<file path="config.mk">
export PLATFORM = sky130hd
export DESIGN_NAME = sd_spi_card_responder
export DESIGN_NICKNAME = d
export VERILOG_FILES = /design/src/rtl/sd_spi_card_responder.sv
export SDC_FILE = /design/constraint.sdc
export NUM_CORES = 1
export LEC_CHECK = 0
export ABC_AREA = 0
export CORE_MARGIN = 2
export CORE_UTILIZATION = 25
export DETAILED_ROUTE_END_ITERATION = 6
export PLACE_DENSITY = 0.4
export SYNTH_ARGS = -nofsm -noshare
export SYNTH_HDL_FRONTEND = slang
export SYNTH_SLANG_ARGS = --single-unit
</file>
<file path="constraint.sdc">
create_clock -name clk -period 4.2 [get_ports clk]
set_input_delay 0.63 -clock clk [delete_from_list [all_inputs] [get_ports clk]]
set_output_delay 0.63 -clock clk [all_outputs]
set_load 0.1 [all_outputs]
</file>
<file path="src/rtl/sd_spi_card_responder.sv">
// ---------------------------------------------------------------------------
// sd_spi_card_responder
//
// Behavioural SD card target in SPI mode 0, clocked entirely in the system
// clock domain. The host pins are synchronised and edge-detected. Command
// frames (48 bits, CRC ignored) are decoded and answered with R1, R7 or R3
// responses. CMD17 returns one 512-byte block fetched from a byte-wide
// memory port.
//
// Ports
//   clk, rst_n   system clock, asynchronous active-low reset
//   sd_sclk      SPI clock from the host (asynchronous, period >= 8 clk)
//   sd_cs_n      chip select, active low
//   sd_mosi      host -> card serial data
//   sd_miso      card -> host serial data, changes after sclk falling edges
//   mem_rd       one-clk read strobe for mem_addr
//   mem_addr     byte address of the block byte being fetched
//   mem_rdata    read data, valid the clk after mem_rd
//   cmd_valid    one-clk pulse when a command frame has been received
//   cmd_index    index of the last command
//   cmd_arg      argument of the last command
//   card_ready   set once ACMD41 has reported the card ready
// ---------------------------------------------------------------------------
module sd_spi_card_responder #(
  parameter int ADDR_W         = 24,
  parameter int NCR_BYTES      = 1,
  parameter int READ_GAP_BYTES = 2,
  parameter int ACMD41_BUSY    = 2
) (
  input  logic              clk,
  input  logic              rst_n,
  input  logic              sd_sclk,
  input  logic              sd_cs_n,
  input  logic              sd_mosi,
  output logic              sd_miso,
  output logic              mem_rd,
  output logic [ADDR_W-1:0] mem_addr,
  input  logic [7:0]        mem_rdata,
  output logic              cmd_valid,
  output logic [5:0]        cmd_index,
  output logic [31:0]       cmd_arg,
  output logic              card_ready
);

  typedef enum logic [2:0] {
    ST_RX    = 3'd0,
    ST_GAP   = 3'd1,
    ST_RESP  = 3'd2,
    ST_RGAP  = 3'd3,
    ST_TOKEN = 3'd4,
    ST_DATA  = 3'd5,
    ST_CRC   = 3'd6
  } state_t;

  localparam logic [8:0] NCR_LAST_C  = 9'(NCR_BYTES - 1);
  localparam logic [8:0] RGAP_LAST_C = 9'(READ_GAP_BYTES - 1);
  localparam logic [8:0] DATA_LAST_C = 9'd511;
  localparam logic [7:0] ACMD_BUSY_C = 8'(ACMD41_BUSY);

  // synchronisers and edge detection
  logic [1:0] sclk_sync_r;
  logic [1:0] cs_sync_r;
  logic [1:0] mosi_sync_r;
  logic       sclk_prev_r;
  logic       sclk_rise_s;
  logic       sclk_fall_s;
  logic       cs_high_s;
  logic       rx_bit_s;

  // receive path
  logic [44:0] rx_sr_r;
  logic [5:0]  rx_cnt_r;
  logic        rx_step_s;
  logic        frame_done_s;
  logic [5:0]  idx_s;
  logic [31:0] arg_s;

  // sequencer
  state_t     state_r;
  state_t     state_nxt_s;
  logic [8:0] byte_cnt_r;
  logic [8:0] byte_cnt_nxt_s;
  logic [2:0] tx_bit_r;
  logic [6:0] tx_shift_r;
  logic       miso_r;
  logic       tx_step_s;
  logic       byte_start_s;
  logic       byte_end_s;
  logic [7:0] cur_byte_s;

  // response and card status
  logic [39:0] resp_r;
  logic [2:0]  resp_last_r;
  logic        do_read_r;
  logic        idle_r;
  logic        ready_r;
  logic [7:0]  acmd_cnt_r;
  logic        app_r;
  logic        cmd_valid_r;
  logic [5:0]  cmd_index_r;
  logic [31:0] cmd_arg_r;

  // decode results for the frame completing this clk
  logic        idle_nxt_s;
  logic        ready_nxt_s;
  logic [7:0]  acmd_nxt_s;
  logic        app_nxt_s;
  logic        illegal_s;
  logic        read_nxt_s;
  logic [2:0]  resp_last_nxt_s;
  logic [31:0] resp_tail_s;
  logic [7:0]  r1_s;

  // memory port
  logic              mem_rd_r;
  logic [ADDR_W-1:0] mem_addr_r;
  logic              rd_dly_r;
  logic [7:0]        hold_r;
  logic [ADDR_W-1:0] base_s;

  assign sclk_rise_s  = sclk_sync_r[1] & ~sclk_prev_r;
  assign sclk_fall_s  = ~sclk_sync_r[1] & sclk_prev_r;
  assign cs_high_s    = cs_sync_r[1];
  assign rx_bit_s     = mosi_sync_r[1];
  assign rx_step_s    = sclk_rise_s & ~cs_high_s & (state_r == ST_RX);
  assign frame_done_s = rx_step_s & (rx_cnt_r == 6'd47);
  assign tx_step_s    = sclk_fall_s & ~cs_high_s & (state_r != ST_RX);
  assign byte_start_s = tx_step_s & (tx_bit_r == 3'd7);
  assign byte_end_s   = tx_step_s & (tx_bit_r == 3'd0);

  // Frame bit k sits in rx_sr_r[k-1] before the final bit is shifted in.
  assign idx_s = rx_sr_r[44:39];
  assign arg_s = rx_sr_r[38:7];

  // Block number times 512 at full width, truncated to the port width.
  assign base_s = ADDR_W'({cmd_arg_r, 9'd0});

  // Two-stage synchronisers for the host pins plus the sclk edge history.
  always_ff @(posedge clk or negedge rst_n) begin
    if (!rst_n) begin
      sclk_sync_r <= 2'b00;
      cs_sync_r   <= 2'b11;
      mosi_sync_r <= 2'b11;
      sclk_prev_r <= 1'b0;
    end else begin
      sclk_sync_r <= {sclk_sync_r[0], sd_sclk};
      cs_sync_r   <= {cs_sync_r[0], sd_cs_n};
      mosi_sync_r <= {mosi_sync_r[0], sd_mosi};
      sclk_prev_r <= sclk_sync_r[1];
    end
  end

  // Command shift register and frame bit counter. A frame begins at a 0
  // followed by a 1; a repeated 0 keeps the counter waiting for the 1.
  always_ff @(posedge clk or negedge rst_n) begin
    if (!rst_n) begin
      rx_sr_r  <= '1;
      rx_cnt_r <= 6'd0;
    end else if (cs_high_s) begin
      rx_cnt_r <= 6'd0;
    end else if (rx_step_s) begin
      rx_sr_r <= {rx_sr_r[43:0], rx_bit_s};
      if (rx_cnt_r == 6'd0) begin
        rx_cnt_r <= rx_bit_s ? 6'd0 : 6'd1;
      end else if (rx_cnt_r == 6'd1) begin
        rx_cnt_r <= rx_bit_s ? 6'd2 : 6'd1;
      end else if (rx_cnt_r == 6'd47) begin
        rx_cnt_r <= 6'd0;
      end else begin
        rx_cnt_r <= rx_cnt_r + 6'd1;
      end
    end
  end

  // Command decode: new card status and response bytes for the frame.
  always_comb begin
    idle_nxt_s      = idle_r;
    ready_nxt_s     = ready_r;
    acmd_nxt_s      = acmd_cnt_r;
    app_nxt_s       = 1'b0;
    illegal_s       = 1'b0;
    read_nxt_s      = 1'b0;
    resp_last_nxt_s = 3'd0;
    resp_tail_s     = 32'h0000_0000;
    case (idx_s)
      6'd0: begin
        idle_nxt_s  = 1'b1;
        ready_nxt_s = 1'b0;
        acmd_nxt_s  = 8'd0;
      end
      6'd8: begin
        resp_last_nxt_s = 3'd4;
        resp_tail_s     = {20'h0_0000, arg_s[11:8], arg_s[7:0]};
      end
      6'd16: begin
        illegal_s = 1'b0;
      end
      6'd17: begin
        if (ready_r) begin
          read_nxt_s = 1'b1;
        end else begin
          illegal_s = 1'b1;
        end
      end
      6'd41: begin
        if (!app_r) begin
          illegal_s = 1'b1;
        end else if (acmd_cnt_r < ACMD_BUSY_C) begin
          acmd_nxt_s = acmd_cnt_r + 8'd1;
        end else begin
          idle_nxt_s  = 1'b0;
          ready_nxt_s = 1'b1;
        end
      end
      6'd55: begin
        app_nxt_s = 1'b1;
      end
      6'd58: begin
        resp_last_nxt_s = 3'd4;
        resp_tail_s     = 32'hC0FF_8000;
      end
      default: begin
        illegal_s = 1'b1;
      end
    endcase
    r1_s = {5'b00000, illegal_s, 1'b0, idle_nxt_s};
  end

  // Latch the command, its response and the updated card status.
  always_ff @(posedge clk or negedge rst_n) begin
    if (!rst_n) begin
      cmd_valid_r <= 1'b0;
      cmd_index_r <= 6'd0;
      cmd_arg_r   <= 32'h0000_0000;
      resp_r      <= 40'hFF_FFFF_FFFF;
      resp_last_r <= 3'd0;
      do_read_r   <= 1'b0;
      idle_r      <= 1'b1;
      ready_r     <= 1'b0;
      acmd_cnt_r  <= 8'd0;
      app_r       <= 1'b0;
    end else begin
      cmd_valid_r <= frame_done_s;
      if (frame_done_s) begin
        cmd_index_r <= idx_s;
        cmd_arg_r   <= arg_s;
        resp_r      <= {r1_s, resp_tail_s};
        resp_last_r <= resp_last_nxt_s;
        do_read_r   <= read_nxt_s;
        idle_r      <= idle_nxt_s;
        ready_r     <= ready_nxt_s;
        acmd_cnt_r  <= acmd_nxt_s;
        app_r       <= app_nxt_s;
      end
    end
  end

  // Byte to be emitted at the next byte boundary.
  always_comb begin
    case (state_r)
      ST_RESP: begin
        case (byte_cnt_r[2:0])
          3'd0:    cur_byte_s = resp_r[39:32];
          3'd1:    cur_byte_s = resp_r[31:24];
          3'd2:    cur_byte_s = resp_r[23:16];
          3'd3:    cur_byte_s = resp_r[15:8];
          3'd4:    cur_byte_s = resp_r[7:0];
          default: cur_byte_s = 8'hFF;
        endcase
      end
      ST_TOKEN: cur_byte_s = 8'hFE;
      ST_DATA:  cur_byte_s = hold_r;
      default:  cur_byte_s = 8'hFF;
    endcase
  end

  // Sequencer next state; it advances on the falling edge that emits bit 0.
  always_comb begin
    state_nxt_s    = state_r;
    byte_cnt_nxt_s = byte_cnt_r;
    if (cs_high_s) begin
      state_nxt_s    = ST_RX;
      byte_cnt_nxt_s = 9'd0;
    end else if (frame_done_s) begin
      state_nxt_s    = ST_GAP;
      byte_cnt_nxt_s = 9'd0;
    end else if (byte_end_s) begin
      byte_cnt_nxt_s = byte_cnt_r + 9'd1;
      case (state_r)
        ST_GAP: begin
          if (byte_cnt_r == NCR_LAST_C) begin
            state_nxt_s    = ST_RESP;
            byte_cnt_nxt_s = 9'd0;
          end else begin
            state_nxt_s = ST_GAP;
          end
        end
        ST_RESP: begin
          if (byte_cnt_r == {6'd0, resp_last_r}) begin
            byte_cnt_nxt_s = 9'd0;
            if (!do_read_r) begin
              state_nxt_s = ST_RX;
            end else if (READ_GAP_BYTES == 0) begin
              state_nxt_s = ST_TOKEN;
            end else begin
              state_nxt_s = ST_RGAP;
            end
          end else begin
            state_nxt_s = ST_RESP;
          end
        end
        ST_RGAP: begin
          if (byte_cnt_r == RGAP_LAST_C) begin
            state_nxt_s    = ST_TOKEN;
            byte_cnt_nxt_s = 9'd0;
          end else begin
            state_nxt_s = ST_RGAP;
          end
        end
        ST_TOKEN: begin
          state_nxt_s    = ST_DATA;
          byte_cnt_nxt_s = 9'd0;
        end
        ST_DATA: begin
          if (byte_cnt_r == DATA_LAST_C) begin
            state_nxt_s    = ST_CRC;
            byte_cnt_nxt_s = 9'd0;
          end else begin
            state_nxt_s = ST_DATA;
          end
        end
        ST_CRC: begin
          if (byte_cnt_r == 9'd1) begin
            state_nxt_s    = ST_RX;
            byte_cnt_nxt_s = 9'd0;
          end else begin
            state_nxt_s = ST_CRC;
          end
        end
        default: begin
          state_nxt_s    = ST_RX;
          byte_cnt_nxt_s = 9'd0;
        end
      endcase
    end else begin
      state_nxt_s    = state_r;
      byte_cnt_nxt_s = byte_cnt_r;
    end
  end

  // Sequencer state register.
  always_ff @(posedge clk or negedge rst_n) begin
    if (!rst_n) begin
      state_r    <= ST_RX;
      byte_cnt_r <= 9'd0;
    end else begin
      state_r    <= state_nxt_s;
      byte_cnt_r <= byte_cnt_nxt_s;
    end
  end

  // MISO shifter. The whole byte is loaded when bit 7 goes out so the data
  // holding register is free to take the next block byte.
  always_ff @(posedge clk or negedge rst_n) begin
    if (!rst_n) begin
      miso_r     <= 1'b1;
      tx_bit_r   <= 3'd7;
      tx_shift_r <= 7'h7F;
    end else if (cs_high_s) begin
      miso_r   <= 1'b1;
      tx_bit_r <= 3'd7;
    end else if (frame_done_s) begin
      tx_bit_r <= 3'd7;
    end else if (sclk_fall_s) begin
      if (state_r == ST_RX) begin
        miso_r <= 1'b1;
      end else if (tx_bit_r == 3'd7) begin
        miso_r     <= cur_byte_s[7];
        tx_shift_r <= cur_byte_s[6:0];
        tx_bit_r   <= 3'd6;
      end else begin
        miso_r     <= tx_shift_r[6];
        tx_shift_r <= {tx_shift_r[5:0], 1'b1};
        tx_bit_r   <= tx_bit_r - 3'd1;
      end
    end
  end

  // Block fetch: byte 0 is requested as the token starts, byte k+1 as
  // bit 7 of byte k goes out; read data lands in hold_r one clk later.
  always_ff @(posedge clk or negedge rst_n) begin
    if (!rst_n) begin
      mem_rd_r   <= 1'b0;
      mem_addr_r <= '0;
      rd_dly_r   <= 1'b0;
      hold_r     <= 8'hFF;
    end else begin
      rd_dly_r <= mem_rd_r;
      if (rd_dly_r) begin
        hold_r <= mem_rdata;
      end
      if (cs_high_s) begin
        mem_rd_r <= 1'b0;
      end else if (byte_start_s && (state_r == ST_TOKEN)) begin
        mem_rd_r   <= 1'b1;
        mem_addr_r <= base_s;
      end else if (byte_start_s && (state_r == ST_DATA) && (byte_cnt_r != DATA_LAST_C)) begin
        mem_rd_r   <= 1'b1;
        mem_addr_r <= mem_addr_r + {{(ADDR_W-1){1'b0}}, 1'b1};
      end else begin
        mem_rd_r <= 1'b0;
      end
    end
  end

  assign sd_miso    = miso_r;
  assign mem_rd     = mem_rd_r;
  assign mem_addr   = mem_addr_r;
  assign cmd_valid  = cmd_valid_r;
  assign cmd_index  = cmd_index_r;
  assign cmd_arg    = cmd_arg_r;
  assign card_ready = ready_r;

endmodule

</file>
# Yosys cells after proc, flatten, opt, wreduce, memory -nomap -nowiden
# Cells that the tools add are included.
# word_totals
register_bits	209
input_bits	13
# classes
addsub	5
magnitude_cmp	1
n_eq_ne	28
muxes	60
bitwise_logic	14
n_reduce_logical	26
# op_table
cell	n
case mux 32 bit (2 select lines)	1
2-to-1 mux 9 bit	7
2-to-1 mux 24 bit	2
case mux 8 bit (5 select lines)	1
2-to-1 mux 3 bit	12
case mux 9 bit (4 select lines)	1
2-to-1 mux 6 bit	5
adder 24 x 1 -> 24 bit (second input constant)	1
== test 6 bit (second input constant)	4
case mux 8 bit (3 select lines)	1
2-to-1 mux 1 bit	18
case mux 3 bit (6 select lines)	1
2-to-1 mux 8 bit	2
case mux 8 bit (2 select lines)	1
== test 3 bit (second input constant)	5
== test 3 x 2 -> 1 bit (second input constant)	4
== test 6 x 5 -> 1 bit (second input constant)	2
logical NOT 6 bit	2
AND reduction 4 bit	3
adder 9 x 1 -> 9 bit (second input constant)	1
bitwise AND 1 bit	9
== test 9 x 1 -> 1 bit (second input constant)	1
== test 9 x 3 -> 1 bit	1
== test 9 bit (second input constant)	1
23 further kinds	48

# Longest topological paths before layout
# Gate-level depths: netlist of the first run.
# logic_depth
word_depth	10
mapped_depth	11
ltp_nobuf	9

# Worst setup path after synthesis of the first run
# OpenSTA, ideal clock, no wires.
# synth_path
path_type	reg2reg
from	reg mem_addr_r[0], in the netlist mem_addr[0]
to	reg mem_addr_r[18], in the netlist mem_addr[18]
arrival_time_ps	2406
path_slack_ps	1716
stages_incl_launch_ff	7
n_path_buf	0
cell_sequence	dfrtp_1 > ha_1 > nand3_1 > nor3_2 > nand3_1 > a211o_1 > a21oi_1
# synth_via
elab_chain_len	3
# synth_lines
item	line	source
start, declared	116	logic [ADDR_W-1:0] mem_addr_r;
start signal, assigned	406	mem_addr_r <= base_s;
start signal, assigned	409	mem_addr_r <= mem_addr_r + {{(ADDR_W-1){1'b0}}, 1'b1};
adder 24 x 1 -> 24 bit	409	
2-to-1 mux 24 bit	407	end else if (byte_start_s && (state_r == ST_DATA) && (byte_cnt_r != DATA_LAST_C)) begin
2-to-1 mux 24 bit	404	end else if (byte_start_s && (state_r == ST_TOKEN)) begin
# Every way passes these cells. The select of a mux whose other input is x is not followed.
# A chain may end at the register's enable or synchronous reset.

# Worst setup path after layout of the first run
# layout_path
from	reg byte_cnt_r[0]
to	reg mem_addr_r[8], in the netlist mem_addr[8]
# layout_via
elab_chain_len	4
# layout_lines
item	line	source
start, declared	81	logic [8:0] byte_cnt_r;
start signal, assigned	358	byte_cnt_r <= byte_cnt_nxt_s;
!= test 9 bit	407	
logical AND 1 bit	407	
nonzero test 2 bit (no line)	--	
AND reduction 2 bit (no line)	--	
# Every way passes these cells.

==> results.cfg, run 1 <==
[outcome]
outcome = complete, no violations

[timing]
period_share_pct = 67.36
max-slew-margin-rel_pct = 33.02
finalSetupViolations = 0
tightest_slew_ns = 1.002
maxSlewViolCount = 0
layout_min_cycle_time_ns = 2.829
rsz0062_at_grt = false
max_freq_mhz = 353.5
hold_viol = 0
finalSetupTns_ns = 0
skew_ns = 0.02447

[global_routing]
grt_pass1_wl_mm = 37.43
overflow = 0
grt_start_max_net_pins = 102
grt_pass1_vias = 6567
track_usage_pct = 13.21
antenna_found_initial = 0

[clock_tree]
cts.clk_slew.worst_paths_ns = 0.07
cts_root_buffer = clkbuf_16
htree_levels = 4
cts_setup_buffers = 0
cts_resized = 0
cts_max_path_buffers = 2
numCtsBuffers = 17
cts_tree = yes
cts_hold_buf = 0
insertion_delay_ns = 0.44
clock-sinks = 182

[floorplan]
ioPinCount = 79
die_h_microns = 188.7
die_w_microns = 188.7
row_count = 67
die-area_sq_mm = 0.03559
fp.coreArea_sq_mm = 0.03353
start_util_pct = 25.42

[setup_path]
cp_data_required_time_ns = 4.52
cp-start-kind = flip-flop
crit_arrival_ns = 3.15
crit_fanout = 28
end_kind = flip-flop
crit_type = reg2reg

[drt]
detail-route-antenna-nets = 0
viasPerCell = 4.632
drcViolationCount = 0
dr.pass1.iters = 4
drtIter0Drc = 388
routed_wl_mm = 22.89
post_drt_wl_per_cell_microns = 15.85
dr_total_vias = 6689

[synth]
syn_inst = 917
synth_edf_count = 0
yosys_warnings = 0
syn_nets = 944
ys_seq_elements = 182
ys_types = 71
synthFlopType = dfrtp_1
synth-async-reset-ratio_pct = 100.0
synthesis.area_sq_mm = 0.008524
ys_seq_area_share_pct = 54.66
synth.avg_cell_area_sq_um = 9.296

[pwr]
power.density_mw_per_mm2 = 333.5
peakVddDrop_v = 0.0002642
p_leak_nw = 4.371

[final_layout]
multi_input_area_sq_mm = 0.003642
antenna_cells = 0
final_cells = 1444
final_nets = 1010
mostFrequentLayoutCells = nand2_1, dfrtp_1, dfstp_2, clkdlybuf4s50_1, nor2_1
seq_area_sq_mm = 0.004659
fillerInstances = 3520
layout_commonest_cell = nand2_1
layout-drive-gt1-share_pct = 15.56
area_growth_pct = 21.53

[worst_hold_path]
hold_path_class = in2async

[placement]
dp_hpwl_mm = 15.13
port-buffer-count = 78
placedCellCount = 1412
place_congestion = 0.7591

[flow_run]
maxCapViolCount = 0
worst max-delay path, cell delays in order (launching register included):
cell,delay [ns]
dfrtp_1,0.43
ha_1,0.27
nand3_1,0.09
nor2_1,0.06
ha_1,0.22
a21oi_1,0.34
nand2_2,0.42
inv_2,0.41
nand2_1,0.17
o41ai_1,0.29
path summary, 6_finish.rpt:
check / from / to / slack [ns] / cells after the start
setup / recovery: byte_cnt_r[0] / mem_addr[8] / 1.37 / 9
hold / removal: rst_n / acmd_cnt_r[4] / 0.28 / 1
setup reg to reg: byte_cnt_r[0] / mem_addr[8] / 1.37 / 9
hold reg to reg: sclk_sync_r[0] / sclk_sync_r[1] / 0.35 / 0
max in group asynchronous: rst_n / rx_sr_r[42] / 2.91 / 2
min in group clk: sclk_sync_r[0] / sclk_sync_r[1] / 0.35 / 0
layer usage:
metal	routed length, microns	up-vias	global-route usage, %
met1	11960	3293	19.32
li1	-	3304	-
met4	152	0	3.456
met3	701	6	2.682
met2	10070	86	19.78
met5	0	-	0
final cells by class:
| cell class | instances | area share, % |
|---|---|---|
| inverters | 17 | 0.6159 |
| flip-flops and latches | 182 | 44.98 |
| clock inverters | 13 | 1.123 |
| multi-input cells | 675 | 35.16 |
| well taps | 448 | 5.411 |
| clock buffers | 19 | 4.275 |
| repair buffers | 90 | 8.442 |
cell families (layout without fill, tap and decap cells):
| logic type | count (synthesis) | count (layout) | synth area share [%] |
|---|---|---|---|
| AOI/OAI and AO/OA | 173 | 173 | 13.58 |
| xor gates and xnor gates | 6 | 6 | 0.6165 |
| adders and majority gates | 14 | 14 | 2.055 |
| buffers and inverters | 60 | 139 | 2.730 |
| DFF | 182 | 182 | 54.66 |
| muxes | 10 | 10 | 1.321 |
| and+or+nand+nor | 472 | 472 | 25.04 |
synth_stat cells, types with 7 or more instances:
| cell type | n | share of area (%) |
|---|---|---|
| nand3_1 | 29 | 1.7 |
| and3_1 | 10 | 0.73 |
| clkbuf_1 | 30 | 1.3 |
| a22o_1 | 14 | 1.4 |
| dfstp_2 | 84 | 26 |
| nand2_1 | 304 | 13 |
| nor2_1 | 42 | 1.8 |
| nand4_1 | 11 | 0.81 |
| a21oi_1 | 33 | 1.9 |
| dfrtp_1 | 98 | 29 |
| buf_1 | 7 | 0.31 |
| o22ai_1 | 8 | 0.59 |
| nor4_1 | 8 | 0.59 |
| o21ai_1 | 16 | 0.94 |
| o21ai_0 | 33 | 1.9 |
| nor2b_1 | 9 | 0.66 |
| a22oi_1 | 7 | 0.62 |
| inv_1 | 15 | 0.66 |
| nand2b_1 | 8 | 0.59 |
| a2bb2oi_1 | 7 | 0.72 |
| and2_1 | 10 | 0.73 |
| nor3_1 | 12 | 0.70 |
| mux2_2 | 10 | 1.3 |
| ha_1 | 14 | 2.1 |
state kept, by name, indices dropped and copies added (netlist names), 3 cells and up, named ones only:
name,cells
acmd_cnt_r,8
byte_cnt_r,9
cmd_arg,32
cmd_index,6
hold_r,8
mem_addr,24
resp_r,15
rx_cnt_r,6
rx_sr_r,45
state_r,3
tx_bit_r,3
tx_shift_r,7
power by group:
| group | leakage, nW | total (mW) | internal [mW] | switching [mW] |
|---|---|---|---|---|
| combinational | 1.88 | 0.0981 | 0.0284 | 0.0697 |
| clock | 0.259 | 1.54 | 0.792 | 0.752 |
| sequential | 2.23 | 1.81 | 1.79 | 0.0187 |
| total | 4.37 | 3.45 | 2.61 | 0.841 |
through the flow:
step / utilization [%] / instance area (sq um) / hold slack, ns / total power [mW] / setup slack [ns]
floorplan: - / 8524 / 0.3312 / 1.876 / 1.716
global placement: 29.23 / 9801 / 0.3391 / 1.948 / 1.499
detailed placement: 29.23 / 9801 / 0.3364 / 1.948 / 1.410
CTS: 30.90 / 10360 / 0.3381 / 3.525 / 1.360
global route: 30.90 / 10360 / 0.3495 / 3.608 / 1.039
finish: 30.90 / 10360 / 0.2816 / 3.455 / 1.371
Power figures use the tool's default switching activity.
==> run 2: changes to the inputs <==
PLACE_DENSITY = 0.42   (was 0.4)
clock period = 2.5 ns   (was 4.2 ns; I/O delays follow)
==> run 2 against run 1 <==
  * Global-route usage up 0.23 points
  * Combinational power up 89%
  * Sequential share of layout area down 0.61 points
  * Cell count up 2.0%
  * First-iteration DRC count unchanged
  * Via count up 1.9%
  * Cell area up 1.4%
  * Maximum frequency up 24%
  * Count of clock-buffer cells in the layout down 2
  * Die area unchanged
==> results.cfg, run 2 (synthesized netlist as in run 1, its figures left out) <==
[global_routing]
grt_pass1_vias = 6818
track_usage_pct = 13.44
grt_start_max_net_pins = 60
antenna_found_initial = 0
grt_pass1_wl_mm = 38.15
overflow = 0

[pwr]
power_frac_clock_pct = 46.3
power.density_mw_per_mm2 = 572.7
p_seq_share_pct = 50.6
p_comb_share_pct = 3.1
p_leak_nw = 4.690
peakVddDrop_v = 0.0004436
swShare_pct = 24.94
switching_power_mw = 1.500
power_mw = 6.014
intPower_mw = 4.514

[final_layout]
antenna_cells = 0
final_nets = 1039
seq_area_sq_mm = 0.004659
multi_input_area_sq_mm = 0.003642
largest_reg_flops = 45
fillerInstances = 3559
mostFrequentLayoutCells = nand2_1, buf_4, dfrtp_1, dfstp_2, nor2_1
layout_commonest_cell = nand2_1
area_growth_pct = 23.19
regMostFlops = rx_sr_r
layout-drive-gt1-share_pct = 24.39

[drt]
post_drt_wl_per_cell_microns = 15.55
detail-route-antenna-nets = 0
viasPerCell = 4.628
routed_wl_mm = 22.90
dr_total_vias = 6817
dr.pass1.iters = 6
drcViolationCount = 0
drtIter0Drc = 388

[worst_hold_path]
hold_path_class = reg2reg
min_from = sclk_sync_r[0]
hold-path-cell-count = 0
holdPathEnd = sclk_sync_r[1]

[clock_tree]
cts.clk_slew.worst_paths_ns = 0.08
clock-sinks = 182
cts_max_path_buffers = 2
cts_setup_buffers = 0
insertion_delay_ns = 0.44
cts_root_buffer = clkbuf_16
numCtsBuffers = 17
cts_tree = yes
htree_levels = 4

[floorplan]
die_w_microns = 188.7
ioPinCount = 79
die-area_sq_mm = 0.03559
fp.coreArea_sq_mm = 0.03353
row_count = 67
die_h_microns = 188.7
start_util_pct = 25.42

[timing]
finalSetupViolations = 0
hold_viol = 0
layout_min_cycle_time_ns = 2.282
finalSetupTns_ns = 0
tightest_slew_ns = 0.6602
maxSlewViolCount = 0
rsz0062_at_grt = false
max_freq_mhz = 438.1
fin_ws_ns = 0.2177
period_share_pct = 91.29
max-slew-margin-rel_pct = 55.58
skew_ns = 0.01576

[setup_path]
critPathTopFamily = compound AO/OA/AOI/OAI gates
max_stage_delay_ns = 0.44
end_kind = flip-flop
r2r-start = byte_cnt_r[0]
crit_type = reg2reg
cp-start-kind = flip-flop
cp_data_required_time_ns = 2.82
worstRegToRegCells = 9
crit_arrival_ns = 2.60
regToRegEndpoint = mem_addr[8]
cp_common_cell = ha_1
cpMaxStageDelayCell = dfrtp_1
crit_fanout = 10
crit_chain = ha_1 > nand3_1 > nor2_1 > ha_1 > a21oi_1 > nand2_2 > inv_2 > nand2_1 > o41ai_1
critPathBufInv = 1
rrSetupSlack_ns = 0.22

[flow_run]
maxCapViolCount = 0

[placement]
place_congestion = 0.7442
pre_cts_ws_ns = 0.2084
dp_hpwl_mm = 15.86
port-buffer-count = 78

[outcome]
outcome = complete, no violations
[run 2: stage by stage]
stage          area (sq um)  hold slack, ns  instances  util (%)
2_1_floorplan          8524         0.07941        917         -
3_3_place_gp           9883          0.3485       1440     29.47
3_5_place_dp           9883          0.3472       1440     29.47
4_1_cts               10500          0.3298       1473     31.32
5_1_grt               10500          0.3323       1473     31.32
6_report              10500          0.3519       1473     31.32
[run 2: repair_timing]
action / in CTS / in global routing
endpoints found under the setup margin: 0 / 0
hold buffers: 1 / 0
endpoints found under the hold margin: 34 / 0
gates resized for setup: 0 / 0
[run 2: power groups by stage]
stage / registers, mW / logic, mW / clock network, mW
after floorplan: 3.09 / 0.0669 / 0
after global placement: 3.09 / 0.192 / 0
after detailed placement: 3.09 / 0.193 / 0
after CTS: 3.04 / 0.195 / 2.90
after global routing: 3.05 / 0.213 / 3.03
final: 3.04 / 0.185 / 2.79
[run 2: cell type report]
type / count / area share (%)
clock buffers: 17 / 4.051
clock inverters: 15 / 1.740
flip-flops and latches: 182 / 44.37
repair buffers: 119 / 9.210
multi-input cells: 675 / 34.68
inverters: 17 / 0.6077
well taps: 448 / 5.338
[run 2: metal layers]
| layer | GRT usage [%] | vias to the layer above | routed length, microns |
|---|---|---|---|
| met5 | 0 | - | 0 |
| met4 | 3.636 | 0 | 163 |
| met3 | 2.421 | 8 | 632 |
| met2 | 20.42 | 106 | 10310 |
| met1 | 19.57 | 3339 | 11800 |
| li1 | - | 3364 | - |
[run 2: how the worst max path moves through the flow]
stage | cells past startpoint | startpoint | slack [ns] | endpoint
6_report | 9 | byte_cnt_r[0] | 0.22 | mem_addr[8]
3_5_place_dp | 9 | byte_cnt_r[0] | 0.21 | mem_addr[8]
3_3_place_gp | 9 | byte_cnt_r[0] | 0.23 | mem_addr[18]
5_1_grt | 9 | byte_cnt_r[0] | 0.04 | mem_addr[8]
4_1_cts | 9 | byte_cnt_r[0] | 0.18 | mem_addr[8]
2_1_floorplan | 6 | mem_addr[0] | 0.02 | mem_addr[18]
[run 2: worst register-to-register path, delay by kind of cell, from the launching register on]
family | cells | cell delay (ns)
and+or+nand+nor | 4 | 0.41
AOI/OAI and AO/OA | 2 | 0.63
buffers and inverters | 1 | 0.20
DFF | 1 | 0.44
adders and majority gates | 2 | 0.49
